`src/rtl/cache_line_transfer_ctrl_pkg.sv`:
```
// Shared types and constants for the cache line writeback/refill controller.
package cache_line_transfer_ctrl_pkg;

   typedef enum logic [2:0] {
      ST_IDLE,
      ST_WB_REQ,
      ST_FILL_REQ,
      ST_FILL_WAIT,
      ST_DONE
   } state_t;

   // Ceiling log2 with a floor of one bit, for counter and index widths.
   function automatic int unsigned log(input int unsigned n);
      int unsigned r;
      r = 0;
      for (int unsigned i = 0; i < 32; i++) begin
         if ((64'd1 << i) < 64'(n)) r = i + 1;
      end
      return (r == 0) ? 1 : r;
   endfunction

   localparam int unsigned DEF_CACHE_BLOCK   = 512;
   localparam int unsigned DEF_MEM_BUS_WIDTH = 64;
   localparam int unsigned BEATS             = DEF_CACHE_BLOCK / DEF_MEM_BUS_WIDTH;
   localparam int unsigned BEAT_CNT_W        = log(BEATS);

endpackage

```
`src/rtl/cache_line_transfer_ctrl_if.sv`:
```
// Cache-side and memory-side signals of the line transfer controller.
interface cache_line_transfer_ctrl_if #(
   parameter int unsigned CACHE_BLOCK   = 512,
   parameter int unsigned MEM_BUS_WIDTH = 64,
   parameter int unsigned ADDRESS_WIDTH = 32
);
   logic                     replace_req_in;
   logic                     dirty_bit_in;
   logic [ADDRESS_WIDTH-1:0] victim_addr_in;
   logic [ADDRESS_WIDTH-1:0] fill_addr_in;
   logic [CACHE_BLOCK-1:0]   block_data_in;
   logic [CACHE_BLOCK-1:0]   block_data_out;
   logic                     replace_ack_out;
   logic                     busy_out;
   logic                     mem_req_out;
   logic                     mem_we_out;
   logic [ADDRESS_WIDTH-1:0] mem_addr_out;
   logic [MEM_BUS_WIDTH-1:0] mem_wdata_out;
   logic                     mem_ready_in;
   logic                     mem_rvalid_in;
   logic [MEM_BUS_WIDTH-1:0] mem_rdata_in;

   modport master (
      input  replace_req_in, dirty_bit_in, victim_addr_in, fill_addr_in, block_data_in,
      input  mem_ready_in, mem_rvalid_in, mem_rdata_in,
      output block_data_out, replace_ack_out, busy_out,
      output mem_req_out, mem_we_out, mem_addr_out, mem_wdata_out
   );

   modport slave (
      output replace_req_in, dirty_bit_in, victim_addr_in, fill_addr_in, block_data_in,
      output mem_ready_in, mem_rvalid_in, mem_rdata_in,
      input  block_data_out, replace_ack_out, busy_out,
      input  mem_req_out, mem_we_out, mem_addr_out, mem_wdata_out
   );
endinterface

```
`src/rtl/cache_line_transfer_ctrl.sv`:
```
// Evicts a dirty victim line and refills a missed line, one memory beat at a time.
// All outputs are registered from the next-state decode so they align with the state.
module cache_line_transfer_ctrl
   import cache_line_transfer_ctrl_pkg::*;
#(
   parameter int unsigned CACHE_BLOCK   = 512,
   parameter int unsigned MEM_BUS_WIDTH = 64,
   parameter int unsigned ADDRESS_WIDTH = 32,
   parameter int unsigned OFFSET_WIDTH  = 6
) (
   input  logic clk_in,
   input  logic rst_n_in,
   cache_line_transfer_ctrl_if.master bus
);

   localparam int unsigned L_BEATS = CACHE_BLOCK / MEM_BUS_WIDTH;
   localparam int unsigned CNT_W   = log(L_BEATS);
   localparam int unsigned IDX_W   = log(CACHE_BLOCK);
   localparam int unsigned BYTES   = MEM_BUS_WIDTH / 8;
   localparam logic [CNT_W-1:0]         LAST     = CNT_W'(L_BEATS - 1);
   localparam logic [ADDRESS_WIDTH-1:0] OFF_MASK = ADDRESS_WIDTH'((64'd1 << OFFSET_WIDTH) - 64'd1);

   state_t                   r_state, w_state_nxt;
   logic [CNT_W-1:0]         r_cnt, w_cnt_nxt;
   logic                     w_latch, w_store;
   logic [ADDRESS_WIDTH-1:0] r_vic_base, r_fill_base, w_vic_base_nxt, w_fill_base_nxt;
   logic [ADDRESS_WIDTH-1:0] r_addr, w_addr_nxt, w_off;
   logic [CACHE_BLOCK-1:0]   r_vic_line, w_vic_line_nxt, r_fill_line;
   logic [MEM_BUS_WIDTH-1:0] r_wdata, w_wdata_nxt;
   logic [IDX_W-1:0]         w_wr_lsb, w_st_lsb;
   logic                     r_req, r_we, r_ack, r_busy;
   logic                     w_req_nxt, w_we_nxt, w_ack_nxt, w_busy_nxt;

   // State register
   always_ff @(posedge clk_in or negedge rst_n_in) begin
      if (!rst_n_in) r_state <= ST_IDLE;
      else           r_state <= w_state_nxt;
   end

   // Next-state, beat counter and registered-output decode
   always_comb begin
      w_state_nxt = r_state;
      w_cnt_nxt   = r_cnt;
      w_latch     = 1'b0;
      w_store     = 1'b0;
      case (r_state)
         ST_IDLE: begin
            if (bus.replace_req_in) begin
               w_latch     = 1'b1;
               w_cnt_nxt   = '0;
               w_state_nxt = bus.dirty_bit_in ? ST_WB_REQ : ST_FILL_REQ;
            end
         end
         ST_WB_REQ: begin
            if (bus.mem_ready_in) begin
               if (r_cnt == LAST) begin
                  w_cnt_nxt   = '0;
                  w_state_nxt = ST_FILL_REQ;
               end else begin
                  w_cnt_nxt = r_cnt + CNT_W'(1);
               end
            end
         end
         ST_FILL_REQ: begin
            if (bus.mem_ready_in) w_state_nxt = ST_FILL_WAIT;
         end
         ST_FILL_WAIT: begin
            if (bus.mem_rvalid_in) begin
               w_store = 1'b1;
               if (r_cnt == LAST) begin
                  w_cnt_nxt   = '0;
                  w_state_nxt = ST_DONE;
               end else begin
                  w_cnt_nxt   = r_cnt + CNT_W'(1);
                  w_state_nxt = ST_FILL_REQ;
               end
            end
         end
         ST_DONE:  w_state_nxt = ST_IDLE;
         default:  w_state_nxt = ST_IDLE;
      endcase

      // Latched values are bypassed on the capture edge so beat 0 is ready immediately
      w_vic_base_nxt  = w_latch ? (bus.victim_addr_in & ~OFF_MASK) : r_vic_base;
      w_fill_base_nxt = w_latch ? (bus.fill_addr_in & ~OFF_MASK) : r_fill_base;
      w_vic_line_nxt  = w_latch ? bus.block_data_in : r_vic_line;

      w_off      = ADDRESS_WIDTH'(w_cnt_nxt) * ADDRESS_WIDTH'(BYTES);
      w_wr_lsb   = IDX_W'(w_cnt_nxt) * IDX_W'(MEM_BUS_WIDTH);
      w_st_lsb   = IDX_W'(r_cnt) * IDX_W'(MEM_BUS_WIDTH);
      w_req_nxt  = (w_state_nxt == ST_WB_REQ) || (w_state_nxt == ST_FILL_REQ);
      w_we_nxt   = (w_state_nxt == ST_WB_REQ);
      w_ack_nxt  = (w_state_nxt == ST_DONE);
      w_busy_nxt = (w_state_nxt != ST_IDLE);

      w_addr_nxt  = '0;
      w_wdata_nxt = '0;
      if (w_state_nxt == ST_WB_REQ) begin
         w_addr_nxt  = w_vic_base_nxt + w_off;
         w_wdata_nxt = w_vic_line_nxt[w_wr_lsb +: MEM_BUS_WIDTH];
      end else if (w_state_nxt == ST_FILL_REQ) begin
         w_addr_nxt  = w_fill_base_nxt + w_off;
      end
   end

   // Datapath and output registers
   always_ff @(posedge clk_in or negedge rst_n_in) begin
      if (!rst_n_in) begin
         r_cnt       <= '0;
         r_vic_base  <= '0;
         r_fill_base <= '0;
         r_vic_line  <= '0;
         r_fill_line <= '0;
         r_req       <= 1'b0;
         r_we        <= 1'b0;
         r_ack       <= 1'b0;
         r_busy      <= 1'b0;
         r_addr      <= '0;
         r_wdata     <= '0;
      end else begin
         r_cnt       <= w_cnt_nxt;
         r_vic_base  <= w_vic_base_nxt;
         r_fill_base <= w_fill_base_nxt;
         r_vic_line  <= w_vic_line_nxt;
         if (w_store) r_fill_line[w_st_lsb +: MEM_BUS_WIDTH] <= bus.mem_rdata_in;
         r_req       <= w_req_nxt;
         r_we        <= w_we_nxt;
         r_ack       <= w_ack_nxt;
         r_busy      <= w_busy_nxt;
         r_addr      <= w_addr_nxt;
         r_wdata     <= w_wdata_nxt;
      end
   end

   assign bus.mem_req_out     = r_req;
   assign bus.mem_we_out      = r_we;
   assign bus.mem_addr_out    = r_addr;
   assign bus.mem_wdata_out   = r_wdata;
   assign bus.replace_ack_out = r_ack;
   assign bus.busy_out        = r_busy;
   assign bus.block_data_out  = r_fill_line;

endmodule
```
`src/flat_wrapper.sv`:
```
// flat-port wrapper written by rule: the top's interface ports become plain ports
module cache_line_transfer_ctrl_flat import cache_line_transfer_ctrl_pkg::*;
#(
   parameter int unsigned CACHE_BLOCK   = 512,
   parameter int unsigned MEM_BUS_WIDTH = 64,
   parameter int unsigned ADDRESS_WIDTH = 32,
   parameter int unsigned OFFSET_WIDTH  = 6
)
  (clk_in, rst_n_in, bus_replace_req_in, bus_dirty_bit_in, bus_victim_addr_in, bus_fill_addr_in, bus_block_data_in, bus_mem_ready_in, bus_mem_rvalid_in, bus_mem_rdata_in, bus_block_data_out, bus_replace_ack_out, bus_busy_out, bus_mem_req_out, bus_mem_we_out, bus_mem_addr_out, bus_mem_wdata_out);
  cache_line_transfer_ctrl_if #(.CACHE_BLOCK(CACHE_BLOCK), .MEM_BUS_WIDTH(MEM_BUS_WIDTH), .ADDRESS_WIDTH(ADDRESS_WIDTH)) bus_i ();
  input  logic clk_in;
  input  logic rst_n_in;
  input wire logic [$bits(bus_i.replace_req_in)-1:0] bus_replace_req_in;
  input wire logic [$bits(bus_i.dirty_bit_in)-1:0] bus_dirty_bit_in;
  input wire logic [$bits(bus_i.victim_addr_in)-1:0] bus_victim_addr_in;
  input wire logic [$bits(bus_i.fill_addr_in)-1:0] bus_fill_addr_in;
  input wire logic [$bits(bus_i.block_data_in)-1:0] bus_block_data_in;
  input wire logic [$bits(bus_i.mem_ready_in)-1:0] bus_mem_ready_in;
  input wire logic [$bits(bus_i.mem_rvalid_in)-1:0] bus_mem_rvalid_in;
  input wire logic [$bits(bus_i.mem_rdata_in)-1:0] bus_mem_rdata_in;
  output wire logic [$bits(bus_i.block_data_out)-1:0] bus_block_data_out;
  output wire logic [$bits(bus_i.replace_ack_out)-1:0] bus_replace_ack_out;
  output wire logic [$bits(bus_i.busy_out)-1:0] bus_busy_out;
  output wire logic [$bits(bus_i.mem_req_out)-1:0] bus_mem_req_out;
  output wire logic [$bits(bus_i.mem_we_out)-1:0] bus_mem_we_out;
  output wire logic [$bits(bus_i.mem_addr_out)-1:0] bus_mem_addr_out;
  output wire logic [$bits(bus_i.mem_wdata_out)-1:0] bus_mem_wdata_out;
  assign bus_i.replace_req_in = bus_replace_req_in;
  assign bus_i.dirty_bit_in = bus_dirty_bit_in;
  assign bus_i.victim_addr_in = bus_victim_addr_in;
  assign bus_i.fill_addr_in = bus_fill_addr_in;
  assign bus_i.block_data_in = bus_block_data_in;
  assign bus_i.mem_ready_in = bus_mem_ready_in;
  assign bus_i.mem_rvalid_in = bus_mem_rvalid_in;
  assign bus_i.mem_rdata_in = bus_mem_rdata_in;
  assign bus_block_data_out = bus_i.block_data_out;
  assign bus_replace_ack_out = bus_i.replace_ack_out;
  assign bus_busy_out = bus_i.busy_out;
  assign bus_mem_req_out = bus_i.mem_req_out;
  assign bus_mem_we_out = bus_i.mem_we_out;
  assign bus_mem_addr_out = bus_i.mem_addr_out;
  assign bus_mem_wdata_out = bus_i.mem_wdata_out;
  cache_line_transfer_ctrl #(.CACHE_BLOCK(CACHE_BLOCK), .MEM_BUS_WIDTH(MEM_BUS_WIDTH), .ADDRESS_WIDTH(ADDRESS_WIDTH), .OFFSET_WIDTH(OFFSET_WIDTH)) u_core (.clk_in(clk_in), .rst_n_in(rst_n_in), .bus(bus_i));
endmodule
```
`config.mk`:
```
export PLATFORM = sky130hd
export DESIGN_NAME = cache_line_transfer_ctrl_flat
export DESIGN_NICKNAME = d
export VERILOG_FILES = /design/src/rtl/cache_line_transfer_ctrl_pkg.sv /design/src/rtl/cache_line_transfer_ctrl_if.sv /design/src/rtl/cache_line_transfer_ctrl.sv /design/src/flat_wrapper.sv
export SDC_FILE = /design/constraint.sdc
export NUM_CORES = 2
export LEC_CHECK = 0
export BUFFER_PORTS_ARGS = -buffer_cell sky130_fd_sc_hd__buf_2
export CORE_AREA = 3 3 482 484
export CTS_BUF_LIST = sky130_fd_sc_hd__clkbuf_4 sky130_fd_sc_hd__clkbuf_8
export DETAILED_ROUTE_END_ITERATION = 12
export DIE_AREA = 0 0 485 487
export HOLD_SLACK_MARGIN = 0.06
export PLACE_DENSITY = 0.47
export SYNTH_ARGS = -nofsm -noshare
export SYNTH_HDL_FRONTEND = slang
export SYNTH_SLANG_ARGS = --single-unit
```
`constraint.sdc`:
```
create_clock -name clk_in -period 11.34 [get_ports clk_in]
set_input_delay 2.268 -clock clk_in [delete_from_list [all_inputs] [get_ports clk_in]]
set_output_delay 2.268 -clock clk_in [all_outputs]
set_load 0.02 [all_outputs]
```
Word level (Yosys, flattened, before mapping)
Index checks and enable logic that the tools add are counted.
{"block": "word_totals", "inputBits": 646, "output_inout_bits": 612, "ff_bits": 1194, "elab_cells": 53}
{"block": "op_classes", "n_reduce_logical": 3, "n_mux": 24, "eq_ne": 7, "add_sub_neg": 4, "shifts": 3}
{"op": "512-bit bitwise mux", "count": 1}
{"op": "512-bit 2-to-1 mux", "count": 1}
{"op": "64-bit by 11-bit variable shift with 512-bit output (first input constant)", "count": 1}
{"op": "512-bit by 10-bit variable part select with 64-bit output", "count": 1}
{"op": "64-bit by 11-bit variable part select with 512-bit output", "count": 1}
{"op": "32-bit 2-to-1 mux", "count": 4}
{"op": "32-bit by 6-bit adder with 32-bit output", "count": 2}
{"op": "64-bit 2-to-1 mux", "count": 1}
{"op": "3-bit 2-to-1 mux", "count": 10}
{"op": "3-bit case mux with 4 select lines", "count": 1}
{"op": "9-bit negator with 11-bit output", "count": 1}
{"op": "3-bit by 2-bit == test with 1-bit output (second input constant)", "count": 3}
{"op": "3-bit case mux with 3 select lines", "count": 1}
{"op": "3-bit by 1-bit == test with 1-bit output (second input constant)", "count": 2}
{"op": "3-bit == test (second input constant)", "count": 2}
{"op": "1-bit 2-to-1 mux", "count": 4}
{"op": "3-bit by 1-bit adder with 3-bit output (second input constant)", "count": 1}
{"op": "3-bit zero test", "count": 1}
{"op": "3-bit nonzero test", "count": 1}
{"op": "2-bit 2-to-1 mux", "count": 1}
{"op": "1-bit logical OR", "count": 1}

Logic depth before layout (Yosys ltp)
{"block": "depth", "ltp_word": 7, "depth_mapped": 19, "depth_no_buf": 13}

Least setup slack after synthesis
OpenSTA, ideal clock, no wires.
{"block": "synth_timing", "kind": "input port to flip-flop", "from": "in bus_replace_req_in", "to": "reg u_core.r_addr[25] (netlist: u_core.bus.mem_addr_out[25])", "stages": 16, "t_arrival_ps": 5314, "required_time_ps": 11202, "n_path_buf": 6, "setup_slack_ps": 5888, "setup_time_ps": 138, "cell_sequence": "or4b_1 > buf_2 > buf_2 > clkbuf_1 > clkbuf_1 > clkbuf_1 > and2_1 > ha_1 > ha_1 > o211ai_1 > a21oi_1 > o21ai_1 > buf_1 > nand4b_1 > xor2_1 > o22ai_1"}
{"item": "start, declared", "line": "flat_wrapper.sv:13", "source": "input wire logic [$bits(bus_i.replace_req_in)-1:0] bus_replace_req_in;"}
{"item": "1-bit 2-to-1 mux", "line": "cache_line_transfer_ctrl.sv:48", "source": "if (bus.replace_req_in) begin"}
{"item": "1-bit 2-to-1 mux", "line": "cache_line_transfer_ctrl.sv:46", "source": "case (r_state)"}
{"item": "32-bit 2-to-1 mux", "line": "cache_line_transfer_ctrl.sv:84", "source": "w_vic_base_nxt = w_latch ? (bus.victim_addr_in & ~OFF_MASK) : r_vic_base;"}
{"item": "named net u_core.w_vic_base_nxt[3]", "line": "cache_line_transfer_ctrl.sv:26", "source": "logic [ADDRESS_WIDTH-1:0] r_vic_base, r_fill_base, w_vic_base_nxt, w_fill_base_nxt;"}
{"item": "32-bit by 6-bit adder with 32-bit output", "line": "cache_line_transfer_ctrl.sv:99", "source": "w_addr_nxt = w_vic_base_nxt + w_off;"}
{"item": "32-bit 2-to-1 mux", "line": "cache_line_transfer_ctrl.sv:98", "source": "if (w_state_nxt == ST_WB_REQ) begin"}
{"item": "named net u_core.w_addr_nxt[25]", "line": "cache_line_transfer_ctrl.sv:27", "source": "logic [ADDRESS_WIDTH-1:0] r_addr, w_addr_nxt, w_off;"}
{"item": "end signal, assigned", "line": "cache_line_transfer_ctrl.sv:130", "source": "r_addr <= w_addr_nxt;"}
{"item": "end, declared", "line": "cache_line_transfer_ctrl.sv:27"}
The timed path passes the listed nets, and every way through them passes these cells.
A chain may end at the register's enable or synchronous reset.

Worst setup path after layout
{"block": "layout_timing", "from": "in bus_mem_rvalid_in", "to": "reg u_core.r_addr[27] (netlist: u_core.bus.mem_addr_out[27])"}
{"block": "layout_via", "elab_chain_len": 5}
{"item": "start, declared", "line": "flat_wrapper.sv:19", "source": "input wire logic [$bits(bus_i.mem_rvalid_in)-1:0] bus_mem_rvalid_in;"}
{"item": "3-bit 2-to-1 mux", "line": "cache_line_transfer_ctrl.sv:68", "source": "if (bus.mem_rvalid_in) begin"}
{"item": "3-bit case mux with 3 select lines or 3-bit case mux with 4 select lines (tied branches)", "line": "cache_line_transfer_ctrl.sv:46"}
{"item": "32-bit by 6-bit adder with 32-bit output or 3-bit by 2-bit == test with 1-bit output (tied branches)", "line": "cache_line_transfer_ctrl.sv:102, cache_line_transfer_ctrl.sv:101"}
{"item": "32-bit 2-to-1 mux", "line": "cache_line_transfer_ctrl.sv:101", "source": "end else if (w_state_nxt == ST_FILL_REQ) begin"}
{"item": "32-bit 2-to-1 mux (*)", "line": "cache_line_transfer_ctrl.sv:98"}
{"item": "named net u_core.w_addr_nxt[27]", "line": "cache_line_transfer_ctrl.sv:27"}
The timed path passes the listed nets; every way through them passes the cells marked *.

==> flow_metrics.tcl <==
set metrics [dict create \
    power.density_nw_per_um2 303 \
    grt_use_met3_pct 6.26 \
    wl_per_cell_um 24.3 \
    whs_path_depth 2 \
    syn_inst 4555 \
    ctsResizeCount 0 \
    nFillCells 24281 \
    clk_latency_ns 0.95 \
    crit_required_ns 12.10 \
    yosys_warnings 0 \
    hold_viol 0 \
    dieHeight_um 487 \
    drcViolationCount 0 \
    ys_async_sr_fraction_pct 100 \
    crit_fanout 66 \
    avgSynthCellArea_um2 10.9 \
    maxSlewHeadroom_pct 20.0 \
    hold_class "reg -> reg" \
    cts.path.max_buffers 3 \
    min_period_ns 5.78 \
    min_period_over_period_pct 51.0 \
    critPathCaptureType "register" \
    synthSimpleGateAreaFrac_pct 15.2 \
    overflow 0 \
    routed_wl_um 220000 \
    whs_ns 0.468 \
    crit_start "bus_mem_rvalid_in" \
    synth_mux_area_share_pct 18.5 \
    ys_types 67 \
    synth_compound_area_share_pct 2.99 \
    use_met1_pct 24.1 \
    num_io_pins 1258 \
    io_buffers 1245 \
    drv_cap 0 \
    worstSetupStartpointType "input port" \
    yosys.area_share.adder_pct 0.246 \
    setup_viol 0 \
    critical-path-slowest-cell "o21ai_1" \
    first_global_vias 39612 \
    r2r_cells 13 \
    die_w_um 485 \
    dieArea_um2 236000 \
    placeableCoreArea_um2 228000 \
    cpPeakStageDelay_ns 0.91 \
    busiest_layer "met2" \
    grt_max_degree 193 \
    clockRootBuffer "clkbuf_8" \
    initial_core_util_pct 21.9 \
    path_cells "buf_2, mux2_2, a21oi_1, o21ai_0, o41a_2, inv_8, ha_1, ha_1, o211ai_1, a21oi_1, o21ai_1, nor2_1, xnor2_1, o22ai_1" \
    clock_sinks 1194 \
    final_common_cell "nand2_1" \
    grt_pass1_wl_um 304000 \
    rr_endpoint "u_core.bus.mem_addr_out[27]$_DFF_PN0_" \
    synth_edf_count 0 \
    drt_iter0_markers 2219 \
    most-common-layout-cells "nand2_1, buf_2, dfrtp_1" \
    first_pass_iters 5 \
    status "finished, final reports clean" \
    syn_area_um2 49800 \
    clock.fmax_ghz 0.173 \
    ant_nets 0 \
    grt_util_all_layers_pct 18.0 \
    regArea_um2 29900 \
    worst-setup-path-type "in -> reg" \
    synthFlopType "dfrtp_1" \
    finClkSkew_ns 0.0552 \
    worstPathArrival_ns 6.53 \
    reg2reg_setup_slack_ns 6.07 \
    clk_pin_slew_ns 0.06 \
    syn_nets 5210 \
    rows 175 \
    synth_top_family_by_area "multiplexers" \
    rsz0062_at_grt "no" \
    endpoint "u_core.bus.mem_addr_out[27]$_DFF_PN0_" \
    p_leak_nw 33.8 \
    cts_buffers 216 \
    ir_worst_vdd_v 0.000183 \
    postCtsHoldBufs 0 \
    area_delta_synth_final_pct 29.2 \
    vias_per_cell 4.32 \
    synth_xor_area_share_pct 0.844 \
    htreeDepth 4 \
    synth-seq-cells 1194 \
    tightest_slew_ns 1.20 \
    multiInputGateArea_um2 18800 \
    use_met2_pct 27.0 \
    finalSetupTns_ns 0 \
    r2r_start "u_core.r_cnt[0]$_DFF_PN0_" \
    cts_tree "built" \
    drive_gt1_share_pct 38.2 \
    nets 6459 \
    antenna_found_initial 154 \
    cts_setup_buffers 0 \
    slew_violations 0 \
    ys_seq_area_share_pct 60.0 \
    dp_hpwl_um 163000 \
    routabilityCongestion 0.869 \
    vias 39099 \
]
[critical path: cells and delay by family]
family | cells | cell delay, ns
AO/OA/AOI/OAI | 7 | 2.16
XOR/XNOR | 1 | 0.29
adder cells (fa/ha/maj) | 2 | 0.70
AND/OR/NAND/NOR | 1 | 0.15
multiplexers | 1 | 0.25
buffers and inverters | 2 | 0.56
[Yosys cell counts, drive strengths merged, types with 20 or more instances]
cell / n / area (um^2)
a21oi: 20 / 100
clkbuf: 198 / 743
mux2: 570 / 6420
dfrtp: 1194 / 29900
nor2: 35 / 131
mux2i: 277 / 2780
nand4: 21 / 131
o22ai: 85 / 532
buf: 63 / 290
o21ai: 87 / 435
xnor2: 32 / 280
inv: 32 / 120
nand3: 33 / 170
nand2: 1769 / 6640
[final cells by class]
class	count	area share (%)
Clock inverter	48	0.756
Antenna cell	63	0.245
Sequential cell	1194	46.4
Timing Repair Buffer	1292	10.4
Multi-Input combinational cell	3068	29.3
Inverter	32	0.202
Tap cell	3009	5.85
Clock buffer	352	6.85
[metal layers]
layer,wire length (um),vias up
li1,-,17693
met1,97800,19492
met2,96600,1413
met3,18400,435
met4,6930,66
met5,427,-
[worst min path at each step]
stage                                     startpoint                               end  slack, ns
floorplan             u_core.r_vic_line[0]$_DFF_PN0_    u_core.r_vic_line[0]$_DFF_PN0_       0.44
global placement    u_core.r_vic_line[377]$_DFF_PN0_  u_core.r_vic_line[377]$_DFF_PN0_       0.45
detailed placement  u_core.r_vic_line[182]$_DFF_PN0_  u_core.r_vic_line[182]$_DFF_PN0_       0.46
CTS                 u_core.r_vic_line[182]$_DFF_PN0_  u_core.r_vic_line[182]$_DFF_PN0_       0.47
global route        u_core.r_vic_line[134]$_DFF_PN0_  u_core.r_vic_line[134]$_DFF_PN0_       0.48
finish              u_core.r_vic_line[182]$_DFF_PN0_  u_core.r_vic_line[182]$_DFF_PN0_       0.47
[kinds of logic (layout without fill, tap and decap cells)]
group | Yosys count | in the layout
mux | 847 | 847
flops | 1194 | 1194
xor+xnor | 48 | 48
buf+inv | 293 | 1724
fa+ha+maj | 10 | 10
simple gates | 1923 | 1923
compound gates | 240 | 240
other cells | 0 | 63
[through the flow]
step / setup WS, ns / instances / utilization [%] / power [W] / cell area [um^2]
floorplan: 5.89 / 4555 / - / 0.0113 / 49800
global placement: 4.62 / 8595 / 26.0 / 0.0150 / 59300
detailed placement: 4.64 / 8595 / 26.0 / 0.0151 / 59300
CTS: 5.76 / 8995 / 28.2 / 0.0198 / 64200
global route: 5.33 / 9037 / 28.2 / 0.0207 / 64300
finish: 5.56 / 9058 / 28.3 / 0.0195 / 64400
[power breakdown]
| group | internal, W | switching, W | total, W |
|---|---|---|---|
| combinational | 0.00279 | 0.00557 | 0.00837 |
| clock | 0.00257 | 0.00199 | 0.00456 |
| sequential | 0.00592 | 0.000653 | 0.00658 |
| total | 0.0113 | 0.00822 | 0.0195 |
[state kept, by name, indices dropped and copies added (netlist names)]
name                        count
u_core.bus.busy_out             1
u_core.bus.mem_we_out           1
u_core.bus.mem_wdata_out       64
u_core.r_cnt                    3
u_core.r_vic_line             512
u_core.bus.mem_req_out          1
u_core.r_state                  3
u_core.bus.mem_addr_out        32
u_core.bus.replace_ack_out      1
u_core.r_fill_base             32
u_core.r_vic_base              32
u_core.bus.block_data_out     512
No activity file was read; power rests on OpenSTA's default activity.
